**config.mk**
```make
export PLATFORM = sky130hd
export DESIGN_NAME = rv0_ifu_fetch_flat
export DESIGN_NICKNAME = d
export VERILOG_FILES = /design/src/rtl/rv0_ifu_fetch_pkg.sv /design/src/rtl/rv_sbuf_if.sv /design/src/rtl/rv0_ifu_fifo.sv /design/src/rtl/rv0_ifu_fetch.sv /design/src/flat_wrapper.sv
export SDC_FILE = /design/constraint.sdc
export NUM_CORES = 1
export LEC_CHECK = 0
export CORE_MARGIN = 3
export CORE_UTILIZATION = 46
export DETAILED_ROUTE_END_ITERATION = 6
export GPL_TIMING_DRIVEN = 1
export PLACE_DENSITY = 0.82
export SKIP_LAST_GASP = 1
export SYNTH_ARGS = -nofsm -noshare
export SYNTH_HDL_FRONTEND = slang
export SYNTH_HIERARCHICAL = 1
export SYNTH_SLANG_ARGS = --single-unit
export TNS_END_PERCENT = 100
```
**constraint.sdc**
```tcl
create_clock -name clk_i -period 6.8 [get_ports clk_i]
set_input_delay 1.7 -clock clk_i [delete_from_list [all_inputs] [get_ports clk_i]]
set_output_delay 1.7 -clock clk_i [all_outputs]
set_load 0.01 [all_outputs]
```
**src/rtl/rv0_ifu_fetch_pkg.sv**
```systemverilog
// Shared types and constants for the instruction fetch unit.
package rv0_ifu_fetch_pkg;

    localparam int unsigned RV0_XLEN     = 32;
    localparam int unsigned RV0_FLEN     = 32;
    localparam int unsigned INSN_W       = 32;
    localparam int unsigned IALIGN_BYTES = 4;

    // One buffered fetch result: the word and the address it came from.
    typedef struct packed {
        logic [RV0_XLEN-1:0] addr;
        logic [INSN_W-1:0]   insn;
    } ifu_entry_t;

endpackage

```
**src/rtl/rv_sbuf_if.sv**
```systemverilog
// Skid-buffer style handshake carrying one decoded-stage packet per transfer.
interface rv_sbuf_if #(
    parameter int unsigned XLEN = 32
);
    logic [31:0]     insn;
    logic [XLEN-1:0] addr;
    logic            rdy;
    logic [XLEN-1:0] idata1;
    logic [XLEN-1:0] idata2;
    logic            ack;

    modport source (output insn, output addr, output rdy, output idata1, output idata2, input ack);
    modport sink   (input insn, input addr, input rdy, input idata1, input idata2, output ack);
endinterface

```
**src/rtl/rv0_ifu_fifo.sv**
```systemverilog
// Small synchronous FIFO with flush; DEPTH must be a power of two.
module rv0_ifu_fifo #(
    parameter int unsigned WIDTH = 32,
    parameter int unsigned DEPTH = 2,
    localparam int unsigned AW   = $clog2(DEPTH),
    localparam int unsigned CW   = $clog2(DEPTH + 1)
) (
    input  logic             clk_i,
    input  logic             rst_ni,
    input  logic             push_i,
    input  logic             pop_i,
    input  logic             flush_i,
    input  logic [WIDTH-1:0] wdata_i,
    output logic [WIDTH-1:0] rdata_o,
    output logic [CW-1:0]    count_o,
    output logic             full_o,
    output logic             empty_o
);

    logic [WIDTH-1:0] mem [DEPTH];
    logic [AW-1:0]    wr_ptr;
    logic [AW-1:0]    rd_ptr;
    logic [CW-1:0]    count;
    logic             push_ok;
    logic             pop_ok;

    // A push into a full FIFO is only accepted when a pop frees the slot in the same cycle.
    assign push_ok = push_i && (!full_o || pop_i);
    assign pop_ok  = pop_i && !empty_o;
    assign count_o = count;
    assign full_o  = (count == CW'(DEPTH));
    assign empty_o = (count == '0);
    assign rdata_o = mem[rd_ptr];

    // Storage array needs no reset; the occupancy count guards every read.
    always_ff @(posedge clk_i) begin
        if (push_ok && !flush_i) begin
            mem[wr_ptr] <= wdata_i;
        end
    end

    // Pointer and occupancy tracking; flush empties the FIFO in one cycle.
    always_ff @(posedge clk_i or negedge rst_ni) begin
        if (!rst_ni) begin
            wr_ptr <= '0;
            rd_ptr <= '0;
            count  <= '0;
        end else if (flush_i) begin
            wr_ptr <= '0;
            rd_ptr <= '0;
            count  <= '0;
        end else begin
            if (push_ok) begin
                wr_ptr <= wr_ptr + 1'b1;
            end
            if (pop_ok) begin
                rd_ptr <= rd_ptr + 1'b1;
            end
            count <= count + CW'(push_ok) - CW'(pop_ok);
        end
    end

endmodule

```
**src/rtl/rv0_ifu_fetch.sv**
```systemverilog
// Instruction fetch front end: PC, credit-limited word fetches, response buffer and redirect handling.
module rv0_ifu_fetch
    import rv0_ifu_fetch_pkg::*;
#(
    parameter int unsigned     XLEN       = RV0_XLEN,
    parameter int unsigned     FLEN       = RV0_FLEN,
    parameter logic [XLEN-1:0] RESET_ADDR = '0,
    parameter int unsigned     FIFO_DEPTH = 2
) (
    input  logic            clk_i,
    input  logic            rst_ni,
    input  logic [XLEN-1:0] ifu_fc_target_i,
    input  logic            ifu_fc_trans_i,
    output logic            imem_req_o,
    output logic [XLEN-1:0] imem_addr_o,
    input  logic            imem_gnt_i,
    input  logic            imem_rvalid_i,
    input  logic [31:0]     imem_rdata_i,
    rv_sbuf_if.source       ifu_sbuf_if
);

    localparam int unsigned     CW         = $clog2(FIFO_DEPTH + 1);
    localparam int unsigned     EW         = $bits(ifu_entry_t);
    localparam logic [XLEN-1:0] PC_STEP    = XLEN'(IALIGN_BYTES);
    localparam logic [XLEN-1:0] ALIGN_MASK = ~(XLEN'(IALIGN_BYTES - 1));
    localparam logic [CW:0]     CREDIT_MAX = (CW + 1)'(FIFO_DEPTH);

    // The buffered entry layout is shared with decode, so the address width must agree with it.
    if (XLEN != RV0_XLEN || FLEN == 0 || FIFO_DEPTH < 2 ||
        (FIFO_DEPTH & (FIFO_DEPTH - 1)) != 0) begin : g_bad_param
        $error("rv0_ifu_fetch: unsupported parameter combination");
    end

    logic [XLEN-1:0] pc;
    logic [CW-1:0]   out_cnt;
    logic [CW-1:0]   dsc_cnt;
    logic [CW-1:0]   ififo_cnt;
    logic [XLEN-1:0] afifo_head;
    logic            afifo_full;
    logic            afifo_empty;
    logic            ififo_full;
    logic            ififo_empty;
    ifu_entry_t      ififo_wdata;
    ifu_entry_t      ififo_head;
    logic            credit_ok;
    logic            grant;
    logic            resp;
    logic            resp_keep;
    logic            deliver;

    // Outstanding fetches plus buffered words may never exceed the buffer depth, so responses always fit.
    assign credit_ok   = ({1'b0, out_cnt} + {1'b0, ififo_cnt}) < CREDIT_MAX;
    assign imem_req_o  = rst_ni && credit_ok && !ifu_fc_trans_i;
    assign imem_addr_o = pc;
    assign grant       = imem_req_o && imem_gnt_i;

    // Responses with nothing outstanding are stale (e.g. from before a reset) and are ignored.
    assign resp        = imem_rvalid_i && !afifo_empty;
    assign resp_keep   = resp && (dsc_cnt == '0) && !ifu_fc_trans_i;
    assign ififo_wdata = {afifo_head, imem_rdata_i};

    assign ifu_sbuf_if.rdy    = !ififo_empty && !ifu_fc_trans_i;
    assign ifu_sbuf_if.insn   = ififo_empty ? '0 : ififo_head.insn;
    assign ifu_sbuf_if.addr   = ififo_empty ? '0 : ififo_head.addr;
    assign ifu_sbuf_if.idata1 = '0;
    assign ifu_sbuf_if.idata2 = '0;
    assign deliver            = ifu_sbuf_if.rdy && ifu_sbuf_if.ack;

    // Program counter: redirect target (word aligned) wins, otherwise advance on each accepted fetch.
    always_ff @(posedge clk_i or negedge rst_ni) begin
        if (!rst_ni) begin
            pc <= RESET_ADDR;
        end else if (ifu_fc_trans_i) begin
            pc <= ifu_fc_target_i & ALIGN_MASK;
        end else if (grant) begin
            pc <= pc + PC_STEP;
        end
    end

    // Discard counter: on redirect every fetch still in flight after this cycle must be thrown away.
    always_ff @(posedge clk_i or negedge rst_ni) begin
        if (!rst_ni) begin
            dsc_cnt <= '0;
        end else if (ifu_fc_trans_i) begin
            dsc_cnt <= out_cnt - CW'(resp);
        end else if (resp && (dsc_cnt != '0)) begin
            dsc_cnt <= dsc_cnt - 1'b1;
        end
    end

    // Addresses of in-flight fetches; its occupancy is the outstanding count. Never flushed on redirect.
    rv0_ifu_fifo #(
        .WIDTH (XLEN),
        .DEPTH (FIFO_DEPTH)
    ) u_afifo (
        .clk_i   (clk_i),
        .rst_ni  (rst_ni),
        .push_i  (grant),
        .pop_i   (resp),
        .flush_i (1'b0),
        .wdata_i (pc),
        .rdata_o (afifo_head),
        .count_o (out_cnt),
        .full_o  (afifo_full),
        .empty_o (afifo_empty)
    );

    // Fetched {addr, insn} pairs waiting for decode; dropped wholesale on redirect.
    rv0_ifu_fifo #(
        .WIDTH (EW),
        .DEPTH (FIFO_DEPTH)
    ) u_ififo (
        .clk_i   (clk_i),
        .rst_ni  (rst_ni),
        .push_i  (resp_keep),
        .pop_i   (deliver),
        .flush_i (ifu_fc_trans_i),
        .wdata_i (ififo_wdata),
        .rdata_o (ififo_head),
        .count_o (ififo_cnt),
        .full_o  (ififo_full),
        .empty_o (ififo_empty)
    );

`ifndef SYNTHESIS
    a_dsc_le_out: assert property (@(posedge clk_i) disable iff (!rst_ni) dsc_cnt <= out_cnt);
    a_no_stray_rvalid: assert property (@(posedge clk_i) disable iff (!rst_ni) imem_rvalid_i |-> !afifo_empty);
    a_afifo_no_ovf: assert property (@(posedge clk_i) disable iff (!rst_ni) grant |-> !afifo_full);
    a_ififo_no_ovf: assert property (@(posedge clk_i) disable iff (!rst_ni) (resp_keep && ififo_full) |-> deliver);
`endif

endmodule

```
**src/flat_wrapper.sv**
```systemverilog
// flat-port wrapper written by rule: the top's interface ports become plain ports
module rv0_ifu_fetch_flat import rv0_ifu_fetch_pkg::*;
#(
    parameter int unsigned     XLEN       = RV0_XLEN,
    parameter int unsigned     FLEN       = RV0_FLEN,
    parameter logic [XLEN-1:0] RESET_ADDR = '0,
    parameter int unsigned     FIFO_DEPTH = 2
)
  (clk_i, rst_ni, ifu_fc_target_i, ifu_fc_trans_i, imem_req_o, imem_addr_o, imem_gnt_i, imem_rvalid_i, imem_rdata_i, ifu_sbuf_if_insn, ifu_sbuf_if_addr, ifu_sbuf_if_rdy, ifu_sbuf_if_idata1, ifu_sbuf_if_idata2, ifu_sbuf_if_ack);
  rv_sbuf_if #(.XLEN(XLEN)) ifu_sbuf_if_i ();
  input  logic clk_i;
  input  logic rst_ni;
  input  logic [XLEN-1:0] ifu_fc_target_i;
  input  logic ifu_fc_trans_i;
  output logic imem_req_o;
  output logic [XLEN-1:0] imem_addr_o;
  input  logic imem_gnt_i;
  input  logic imem_rvalid_i;
  input  logic [31:0] imem_rdata_i;
  output wire logic [$bits(ifu_sbuf_if_i.insn)-1:0] ifu_sbuf_if_insn;
  output wire logic [$bits(ifu_sbuf_if_i.addr)-1:0] ifu_sbuf_if_addr;
  output wire logic [$bits(ifu_sbuf_if_i.rdy)-1:0] ifu_sbuf_if_rdy;
  output wire logic [$bits(ifu_sbuf_if_i.idata1)-1:0] ifu_sbuf_if_idata1;
  output wire logic [$bits(ifu_sbuf_if_i.idata2)-1:0] ifu_sbuf_if_idata2;
  input wire logic [$bits(ifu_sbuf_if_i.ack)-1:0] ifu_sbuf_if_ack;
  assign ifu_sbuf_if_insn = ifu_sbuf_if_i.insn;
  assign ifu_sbuf_if_addr = ifu_sbuf_if_i.addr;
  assign ifu_sbuf_if_rdy = ifu_sbuf_if_i.rdy;
  assign ifu_sbuf_if_idata1 = ifu_sbuf_if_i.idata1;
  assign ifu_sbuf_if_idata2 = ifu_sbuf_if_i.idata2;
  assign ifu_sbuf_if_i.ack = ifu_sbuf_if_ack;
  rv0_ifu_fetch #(.XLEN(XLEN), .FLEN(FLEN), .RESET_ADDR(RESET_ADDR), .FIFO_DEPTH(FIFO_DEPTH)) u_core (.clk_i(clk_i), .rst_ni(rst_ni), .ifu_fc_target_i(ifu_fc_target_i), .ifu_fc_trans_i(ifu_fc_trans_i), .imem_req_o(imem_req_o), .imem_addr_o(imem_addr_o), .imem_gnt_i(imem_gnt_i), .imem_rvalid_i(imem_rvalid_i), .imem_rdata_i(imem_rdata_i), .ifu_sbuf_if(ifu_sbuf_if_i));
endmodule
```
### Word-level counts from Yosys, hierarchy flattened

Memory sizes are Yosys's and may differ from the RTL's.
Cells that the tools add are included.
Widths: inputs -> output; s select.

* bits in registers: 42
* bits in latches: 0
* RAM bits: 192
* ROM bits: 0
* input bits: 70
* output and inout bits: 162
* logic and storage cells: 69
* memories: 2

* add/subtract/negate cells: 12
* multiply operators: 0
* divide/modulo/power cells: 0
* order comparisons: 1
* eq/ne operators: 2
* shift operators: 0
* muxes and demuxes: 15
* bitwise logic cells: 0
* reduce and logical (&&, ||, !) cells: 29

Memory list
* u_core.u_ififo.mem: depth 2, bits a word 64, read ports 1, clocked after Yosys merged registers in 0, wr ports 1, line rv0_ifu_fifo.sv:20 `logic [WIDTH-1:0] mem [DEPTH];`
* u_core.u_afifo.mem: depth 2, bits a word 32, read ports 1, clocked after Yosys merged registers in 0, wr ports 1, line rv0_ifu_fifo.sv:20

Operator list (count)
* $mux 32: 4
* $add 32x3->32 const B: 1
* $logic_and 1x1->1: 14
* $reduce_bool 2->1: 5
* $mux 1: 8
* $logic_not 2->1: 3
* $mux 2: 3
* $sub 2x1->2: 3
* $logic_not 1->1: 5
* $add 1x1->1 const B: 4
* $add 2x1->2: 2
* $eq 2x2->1 const B: 2
* $add 2x2->3: 1
* $lt 3x2->1 const B: 1
* $logic_or 1x1->1: 2
* $sub 2x1->2 const B: 1

### Longest topological paths before layout

* depth after elaboration: 9
* depth in mapped cells: 11
* gate-level depth less buffers: 11

### Cells and area by module

The synthesis kept the hierarchy.

By module, submodules not included
* rv0_ifu_fifo at u_core.u_ififo: times used 1, cells each 222, area each 5071.1 sq um, sequential area each 3943.8 sq um
* rv0_ifu_fetch: times used 1, cells each 358, area each 2961.6 sq um, sequential area each 800.8 sq um
* rv0_ifu_fifo at u_core.u_afifo: times used 1, cells each 123, area each 2573.7 sq um, sequential area each 2021.9 sq um

### Worst setup path before layout

OpenSTA, ideal clock, no wires.

* path type: input to register
* start point: input port ifu_fc_trans_i
* end point: memory u_core/u_ififo/mem[1][0] in the netlist's numbering (enable)
* library setup time: 0.578 ns
* arrival time: 7.254 ns
* data required time: 6.222 ns
* setup slack: -1.032 ns
* cell stages on the path: 6
* buffers on the path: 2
* path through: clkbuf_1 inv_1 clkbuf_1 and3_1 o21ai_4 nor3b_1

* elaborated cells between the ends (all ways): 9
* those cells by class: mux (2); reduce/logical (7)

RTL lines
* start, declared: line flat_wrapper.sv:14 `input logic ifu_fc_trans_i;`
* $logic_not 1->1: line rv0_ifu_fetch.sv:59 `assign resp_keep = resp && (dsc_cnt == '0) && !ifu_fc_trans_i;`
* $logic_and 1x1->1: line rv0_ifu_fetch.sv:59
* named net u_core.resp_keep: line rv0_ifu_fetch.sv:48 `logic resp_keep;`
* $logic_and 1x1->1: line rv0_ifu_fifo.sv:28 `assign push_ok = push_i && (!full_o || pop_i);`
* $logic_and 1x1->1: line rv0_ifu_fifo.sv:37 `if (push_ok && !flush_i) begin`
* $mux 1: line rv0_ifu_fifo.sv:37
* $mux 1 (not written as such): line rv0_ifu_fifo.sv:38 `mem[wr_ptr] <= wdata_i;`
* end, declared: line rv0_ifu_fifo.sv:20

The timed path passes the listed nets, and every way through them passes these cells.

### Worst setup path after layout

* start point: input port rst_ni
* end point: output port imem_req_o

* word-level cells in the longest chain between the ends: 2

Ends and longest elaborated chain
* start, declared: line flat_wrapper.sv:12 `input logic rst_ni;`
* $logic_and 1x1->1 (2 in series): line rv0_ifu_fetch.sv:53 `assign imem_req_o = rst_ni && credit_ok && !ifu_fc_trans_i;`
* end, declared: line flat_wrapper.sv:15 `output logic imem_req_o;`

No other way between the ends.

==> flow_summary_export.csv <==
group,metric,value,unit
status,status,"complete, no violations",
global_route,grt-ovfl-total,0,
die,die-area,24900,sq um
power_and_ir_drop,p_clk_share,41.7,%
power_and_ir_drop,vdd_drop_max,0.169,mV
sta,fmax,0.202,GHz
min_path,hold_path_class,"reg2reg",
clocking,cts_buffer_depth,3,
detailed_routing,first_iter_violations,321,
place,portBuffers,163,
worst_setup_path,endpoint_kind,"primary output",
clocking,cts-htree-levels,1,
global_route,grt_pass1_wl,32300,um
clocking,clk_pin_slew,0.06,ns
detailed_routing,wl,21600,um
detailed_routing,first_pass_iters,4,
detailed_routing,vias,5964,
clocking,cts_tree,"done",
clocking,cts-root-buf,"clkbuf_16",
job,drv_cap,0,
finish,final_common_cell,"edfxtp_1",
logic_synthesis,synth_area_per_cell,15.1,sq um
worst_setup_path,rr_worst_depth,6,
detailed_routing,routed_via_density,5.04,
global_route,use_met1,22.0,%
sta,tightestPinTransition,1.25,ns
power_and_ir_drop,swShare,21.1,%
clocking,postCtsSetupBuffers,0,
finish,final_cell_mix,"edfxtp_1, clkdlybuf4s50_1, conb_1, nor2b_1, mux2_4",
finish,finalNetCount,963,
clocking,cts_resized,0,
global_route,grt_util_met3,3.09,%
sta,hold_viol,0,
sta,drv_slew,0,
global_route,antenna_found_initial,0,
detailed_routing,drc,0,
place,gp_congestion,0.812,
clocking,clock-sinks,232,
power_and_ir_drop,leakage,4.71,nW
sta,finalCriticalPeriod,4.96,ns
detailed_routing,wire_per_inst,18.3,um
power_and_ir_drop,power-per-cell-area,241,nW/um^2
logic_synthesis,netlist_area,10600,sq um
finish,finish.utilization,59.0,%
place,dp_hpwl,14500,um
sta,setup_tns,0,ns
clocking,ctsHoldBuffers,0,
power_and_ir_drop,switchingPower,668,uW
power_and_ir_drop,p_int,2.50,mW
sta,skew,0.0162,ns
sta,period_share,72.9,%
clocking,clkLatencyLatePin,0.51,ns
worst_setup_path,arrival,3.26,ns
global_route,grt_start_max_net_pins,55,
min_path,whs_path_depth,0,
die,core,22200,sq um
worst_setup_path,cp_data_required_time,5.10,ns
clocking,cts_buffers,25,
power_and_ir_drop,combPwrFrac,7.1,%
power_and_ir_drop,p_seq_share,51.2,%
logic_synthesis,postSynthCellCount,701,
die,die-width,158,um
global_route,track_usage,16.7,%
global_route,busiest_layer,"met2",
logic_synthesis,ys.warnings.count,6,
sta,setup_viol_count_final,0,
sta,rsz0062_at_grt,"no",
finish,diodes,0,
die,start_util,47.7,%
finish,synthToLayoutAreaGrowth,23.8,%
die,pin_count,232,
die,rows,54,
worst_setup_path,cp-start-kind,"input pin",
global_route,use_met2,28.9,%
finish,drive_above_1_share,18.9,%
die,die_h,158,um
worst_setup_path,cp_max_fo,43,
worst_setup_path,crit_type,"in2out",
sta,relSlewSlack,16.6,%
global_route,grt_pass1_vias,5808,
detailed_routing,antenna_left,0,
[layer usage]
metal / up-vias / routed length [um]
met5: - / 0
met4: 0 / 320
met3: 28 / 1440
met2: 217 / 10900
met1: 2946 / 8990
li1: 2773 / -
[sequential cells by signal, indices dropped and copies added, names as in the netlist]
name                    cells
u_core/u_ififo/rd_ptr       1
u_core/u_ififo/mem        128
u_core/imem_addr_o         30
u_core/u_afifo/rd_ptr       1
u_core/dsc_cnt              2
u_core/u_ififo/count_o      2
u_core/u_afifo/wr_ptr       1
u_core/u_ififo/wr_ptr       1
u_core/u_afifo/mem         64
u_core/u_afifo/count_o      2
[power by group through the flow]
stage	clock network, mW	logic (mW)	registers, mW
after floorplan	0	0.126	1.64
after detailed placement	0	0.225	1.65
after global routing	1.41	0.245	1.62
after CTS	1.35	0.227	1.62
final	1.32	0.226	1.62
after global placement	0	0.219	1.65
[worst paths after layout]
| check | from | to | slack [ns] |
|---|---|---|---|
| max in group asynchronous | rst_ni | u_core/u_ififo/rd_ptr$_DFFE_PN0P_ | 5.08 |
| hold / removal | u_core/imem_addr_o[30]$_DFFE_PN0P_ | u_core/u_afifo/mem[0][30]$_DFFE_PP_ | 0.55 |
| setup reg to reg | u_core/u_afifo/count_o[1]$_DFF_PN0_ | u_core/u_ififo/mem[0][5]$_DFFE_PP_ | 3.35 |
| min in group asynchronous | rst_ni | u_core/imem_addr_o[20]$_DFFE_PN0P_ | 1.28 |
| hold reg to reg | u_core/imem_addr_o[30]$_DFFE_PN0P_ | u_core/u_afifo/mem[0][30]$_DFFE_PP_ | 0.55 |
| setup / recovery | rst_ni | imem_req_o | 1.84 |
[area by class of cell]
cell class | instances | area, sq um
flip-flops and latches | 232 | 6770
clock buffers | 38 | 684
well taps | 280 | 350
clock inverters | 8 | 116
inverters | 9 | 35.0
fillers | 1736 | 9110
repair buffers | 174 | 1720
multi-input cells | 443 | 3450
[stage by stage]
stage | instance area [sq um] | hold slack (ns) | cells | power (mW) | setup slack [ns]
2_1_floorplan | 10900 | 0.537 | 777 | 1.77 | 1.23
3_3_place_gp | 12300 | 0.509 | 1138 | 1.86 | 1.84
3_5_place_dp | 12300 | 0.525 | 1138 | 1.87 | 1.76
4_1_cts | 13100 | 0.557 | 1184 | 3.20 | 1.82
5_1_grt | 13100 | 0.566 | 1184 | 3.27 | 1.75
6_report | 13100 | 0.548 | 1184 | 3.16 | 1.84
[critical path: stages]
cell and delay, ns:
buf_2 0.07, buf_4 0.47, nor4b_4 0.39, clkdlybuf4s50_1 0.60
Note: power is estimated with default switching activity, not from simulation.
